===== src/rtl/multiplier_pkg.sv =====
// Shared types for the serial shift-and-add multiplier.
// Holds the FSM state encoding; widths derive from DATA_WIDTH.
package multiplier_pkg;

  typedef enum logic [1:0] {
    IDLE = 2'd0,
    CALC = 2'd1,
    DONE = 2'd2
  } state_e;

endpackage


===== src/rtl/adder_xxbit_serial.sv =====
// Ripple-carry adder used once per multiplier step.
// Carry ripples through DATA_WIDTH full-adder cells.
module adder_xxbit_serial #(
  parameter int DATA_WIDTH = 8
) (
  input  logic [DATA_WIDTH-1:0] i_num_a,
  input  logic [DATA_WIDTH-1:0] i_num_b,
  input  logic                  i_cry,
  output logic [DATA_WIDTH-1:0] o_res,
  output logic                  o_cry
);

  logic [DATA_WIDTH:0] cry;

  assign cry[0] = i_cry;

  // One full-adder cell per bit, carry chained upward
  for (genvar g = 0; g < DATA_WIDTH; g++) begin : g_fa
    logic p;
    assign p = i_num_a[g] ^ i_num_b[g];
    assign o_res[g] = p ^ cry[g];
    assign cry[g+1] = (i_num_a[g] & i_num_b[g])
                    | (p & cry[g]);
  end

  assign o_cry = cry[DATA_WIDTH];

endmodule


===== src/rtl/multiplier_xxbit_serial.sv =====
// Unsigned sequential shift-and-add multiplier.
// One product bit retires per cycle; carry becomes the new MSB.
module multiplier_xxbit_serial
  import multiplier_pkg::*;
#(
  parameter int DATA_WIDTH = 8
) (
  input  logic                    i_clk,
  input  logic                    i_rst_n,
  input  logic                    i_vld,
  output logic                    o_rdy,
  input  logic [DATA_WIDTH-1:0]   i_num_a,
  input  logic [DATA_WIDTH-1:0]   i_num_b,
  output logic                    o_vld,
  input  logic                    i_rdy,
  output logic [2*DATA_WIDTH-1:0] o_res
);

  localparam int W  = DATA_WIDTH;
  localparam int CW = $clog2(DATA_WIDTH) + 1;
  localparam logic [CW-1:0] CNT_LAST = CW'(DATA_WIDTH - 1);

  state_e          state_q, state_d;
  logic [W-1:0]    mul_q, mul_d;
  logic [2*W-1:0]  prd_q, prd_d;
  logic [CW-1:0]   cnt_q, cnt_d;

  logic [W-1:0]    add_a;
  logic [W-1:0]    add_b;
  logic [W-1:0]    add_s;
  logic            add_c;

  // Upper half accumulates; multiplicand gated by the current LSB
  assign add_a = prd_q[2*W-1:W];
  assign add_b = prd_q[0] ? mul_q : '0;

  adder_xxbit_serial #(
    .DATA_WIDTH (W)
  ) u_add (
    .i_num_a (add_a),
    .i_num_b (add_b),
    .i_cry   (1'b0),
    .o_res   (add_s),
    .o_cry   (add_c)
  );

  // State and datapath registers, cleared on reset
  always_ff @(posedge i_clk or negedge i_rst_n) begin
    if (!i_rst_n) begin
      state_q <= IDLE;
      mul_q   <= '0;
      prd_q   <= '0;
      cnt_q   <= '0;
    end else begin
      state_q <= state_d;
      mul_q   <= mul_d;
      prd_q   <= prd_d;
      cnt_q   <= cnt_d;
    end
  end

  // Next-state, datapath update and handshake outputs
  always_comb begin
    state_d = state_q;
    mul_d   = mul_q;
    prd_d   = prd_q;
    cnt_d   = cnt_q;
    o_rdy   = 1'b0;
    o_vld   = 1'b0;
    unique case (state_q)
      IDLE: begin
        o_rdy = 1'b1;
        if (i_vld) begin
          mul_d   = i_num_a;
          prd_d   = {{W{1'b0}}, i_num_b};
          cnt_d   = '0;
          state_d = CALC;
        end
      end
      CALC: begin
        prd_d = {add_c, add_s, prd_q[W-1:1]};
        cnt_d = cnt_q + 1'b1;
        if (cnt_q == CNT_LAST) begin
          state_d = DONE;
        end
      end
      DONE: begin
        o_vld = 1'b1;
        if (i_rdy) begin
          state_d = IDLE;
        end
      end
      default: begin
        state_d = IDLE;
      end
    endcase
  end

  assign o_res = prd_q;

endmodule


===== config.mk =====
export PLATFORM = sky130hd
export DESIGN_NAME = multiplier_xxbit_serial
export DESIGN_NICKNAME = d
export VERILOG_FILES = /design/src/rtl/multiplier_pkg.sv /design/src/rtl/adder_xxbit_serial.sv /design/src/rtl/multiplier_xxbit_serial.sv
export SDC_FILE = /design/constraint.sdc
export NUM_CORES = 1
export LEC_CHECK = 0
export BUFFER_PORTS_ARGS = -buffer_cell sky130_fd_sc_hd__buf_2
export CAP_MARGIN = 10
export CORE_MARGIN = 1
export CORE_UTILIZATION = 40
export DETAILED_ROUTE_END_ITERATION = 8
export GPL_TIMING_DRIVEN = 0
export HOLD_SLACK_MARGIN = 0.03
export PLACE_DENSITY = 0.66
export SLEW_MARGIN = 20
export SYNTH_ARGS = -nofsm -noshare
export SYNTH_HDL_FRONTEND = slang
export SYNTH_SLANG_ARGS = --single-unit

===== constraint.sdc =====
create_clock -name i_clk -period 3.76 [get_ports i_clk]
set_input_delay 0.188 -clock i_clk [delete_from_list [all_inputs] [get_ports i_clk]]
set_output_delay 0.188 -clock i_clk [all_outputs]
set_load 0.005 [all_outputs]

==> results.yml <==
sta:
  finalSetupViolCount: 0
  whs_ns: 0.133
  min_period_over_period_pct: 96.7
  hold_viol: 0
  setup_slack_ns: 0.123
  rsz0062_at_grt: "no"
  timing.setup.tns_ns: 0
  final.min_clock_period_ns: 3.64
  tightest_slew_ns: 0.662
  maxSlewHeadroom_pct: 55.9
  max_freq_ghz: 0.275
  fin_skew_ns: 0.00838
  slew_violations: 0
global_route:
  grt_overflow: 0
  antenna_found_initial: 0
  grt_busiest_layer: "met2"
  gr-usage-met2_pct: 27.3
  grt_pass1_vias: 1171
  track_usage_pct: 17.0
  grt_max_degree: 31
  grt_pass1_wl_um: 5380
  global_route.usage.met1_pct: 22.0
  use_met3_pct: 5.46
setup_path:
  rrSetupSlack_ns: 0.12
  crit_top_cell: "fa_2"
  cp-startpoint: "o_res[0]"
  cp_max_fo: 4
  cp.required_ns: 3.91
  crit_arrival_ns: 3.78
  reg2reg_depth: 12
  path_cells: "buf_8 > and2_1 > ha_1 > inv_1 > fa_1 > fa_2 > fa_2 > fa_2 > fa_1 > fa_2 > fa_1 > o21ai_0"
  critPathBufInv: 2
  regToRegEndpoint: "o_res[14]"
  critical_path.max_stage_delay_ns: 0.48
  cp-end-kind: "flip-flop"
  worstSetupPathType: "flip-flop to flip-flop"
  cpLargestDelayFamily: "adder cells"
  start_kind: "flip-flop"
  r2r-start: "o_res[0]"
  crit_path_top_delay_cell: "fa_1"
cts:
  clockBufferDepth: 2
  cts_tree: "built"
  cts-root-buf: "clkbuf_8"
  cts_buffers: 5
  clkTransAtPathRegs_ns: 0.07
  htree_levels: 2
  clock_sinks: 30
  clock_latency_ns: 0.28
place:
  post_dp_cell_area_um2: 1830
  port_buffers: 36
  hpwlAfterDp_um: 2270
  post-place-ws_ns: -0.193
  routabilityCongestion: 0.674
die:
  dieArea_um2: 4220
  die_w_um: 64.9
  coreArea_um2: 3720
  dieHeight_um: 64.9
  num_rows: 22
  ios: 38
  start_util_pct: 42.6
drt:
  drt_iter0_markers: 81
  wire_per_inst_um: 13.3
  drc: 0
  ant_nets: 0
  dr_total_vias: 1183
  routed_wl_um: 3120
  firstDrtPassIters: 4
  viasPerCell: 5.03
status:
  status: "complete, no violations"
yosys:
  syn_area_per_cell_um2: 11.2
  synth_seq_area_share_pct: 47.4
  synth-edff-count: 0
  synthCells: 141
  ys_async_sr_fraction_pct: 100
  synth.distinct_cells: 28
  synth_area_leaders: "dfrtp_1 (47%), fa_1 (8.8%), mux2_4 (7.6%), o21ai_0 (5.4%), nand2_1 (4.7%)"
  syn_area_um2: 1580
  synth.top_cell.area_share_pct: 47.4
  synth_ff_type: "dfrtp_1"
  synth_nets: 170
  synth_area_leader_cell: "dfrtp_1"
  yosysWarnings: 0
  ys_ff_latch: 30
power:
  internal-power_mw: 1.08
  seqPwrFrac_pct: 36.4
  comb_power_share_pct: 38.5
  p_per_area_nw_per_um2: 803
  finalPower_mw: 1.61
  netSwitchingPower_uw: 531
  clkPwrFrac_pct: 25.1
  irDropWorstVdd_mv: 0.328
  p_sw_share_pct: 33.0
  p_leak_nw: 0.946
hold_path:
  hold_class: "primary input to flip-flop"
  whs_path_depth: 2
  hp-start: "i_num_a[0]"
  worstHoldEndpoint: "mul_q[0]"
cells_and_area:
  antenna_cells: 0
  final_area_um2: 2010
  num-fill-cells: 341
  nets: 215
  drive_gt1_share_pct: 39.0
  syn_to_final_growth_pct: 26.6
flow_run:
  drv_cap: 0
[per-layer routing]
metal	up-vias	share of wire (%)	routed length, um
met3	2	5.6	176
met1	594	43	1330
met2	25	51	1590
met4	0	0.67	21
li1	562	-	-
met5	-	0	0
[kinds of logic (layout without fill, tap and decap cells)]
group	count (synthesis)	count (layout)	synth area share, %
DFF	30	30	47.4
buffers and inverters	18	64	6.00
and+or+nand+nor	39	39	14.3
adders and majority gates	9	9	10.4
AOI/OAI and AO/OA	36	36	13.7
muxes	9	9	8.22
[area by class of cell]
cell class                      instances  area, um2  share of cell area, %
Buffer                                  9       72.6                   3.62
Inverter                                9       33.8                   1.68
Clock buffer                            6       82.6                   4.12
Clock inverter                          2       60.1                   2.99
Sequential cell                        30        751                   37.4
Multi-Input combinational cell         93        748                   37.3
Timing Repair Buffer                   38        198                   9.86
Tap cell                               48       60.1                   2.99
[synthesized netlist by cell type (4+ instances only)]
cell,n
a21oi_1,8
a22oi_1,5
and2b_2,4
clkbuf_1,4
dfrtp_1,30
fa_1,7
inv_1,9
mux2_4,8
nand2_1,20
o21ai_0,17
[flip-flops by register name (all words and copies together) (netlist names)]
register and flops:
mul_q 8, cnt_q 4, state_q 2, o_res 16
[cell usage in the layout, fill, tap and decap left out]
cell / instances
clkbuf_1: 3
mux2i_1: 1
clkbuf_8: 6
a22o_1: 2
and2_1: 1
a32o_1: 1
and3b_2: 3
nand3_1: 2
nor2b_4: 2
fa_2: 4
a21oi_1: 8
o21bai_2: 1
nand2_1: 20
mux2_4: 8
buf_4: 1
fa_1: 3
o21ai_0: 17
a31oi_1: 1
buf_2: 39
bufinv_16: 2
ha_1: 2
buf_6: 1
and2b_1: 1
o311ai_1: 1
dfrtp_1: 30
nand2b_1: 2
and2b_2: 4
nor2_1: 1
inv_1: 9
a22oi_1: 5
dlygate4sd3_1: 1
nor2b_1: 3
buf_12: 1
buf_8: 1
[worst register-to-register path: stages (launching register included)]
cell and delay [ns]:
dfrtp_1 0.37, buf_8 0.11, and2_1 0.12, ha_1 0.13
inv_1 0.05, fa_1 0.38, fa_2 0.35, fa_2 0.35
fa_2 0.35, fa_1 0.38, fa_2 0.34, fa_1 0.48
o21ai_0 0.08
[worst max-delay path by stage]
| stage | end | depth (start not counted) |
|---|---|---|
| floorplan | o_res[14] | 12 |
| global placement | o_res[14] | 12 |
| detailed placement | o_res[14] | 12 |
| CTS | o_res[14] | 12 |
| global route | o_res[14] | 12 |
| finish | o_res[14] | 12 |
[through the flow]
| step | cells | util [%] |
|---|---|---|
| final | 235 | 54.0 |
| after global routing | 235 | 54.0 |
| after CTS | 234 | 53.7 |
| after detailed placement | 225 | 49.1 |
| after global placement | 225 | 49.1 |
| after floorplan | 141 | - |
[power by group through the flow]
stage                     Combinational [mW]  Sequential [mW]  Clock (mW)
after detailed placement               0.601            0.590           0
after floorplan                        0.415            0.574           0
final                                  0.620            0.586       0.404
after CTS                              0.622            0.584       0.415
after global routing                   0.695            0.608       0.422
after global placement                 0.577            0.580           0
[timing repair]
| action | CTS | global route |
|---|---|---|
| hold buffers | 1 | 0 |
| gates resized for setup | 5 | 2 |
| setup buffers | 0 | 1 |
| setup endpoints to repair | 2 | 2 |
| endpoints found under the hold margin | 30 | 0 |
(Power assumes the default switching activity.)
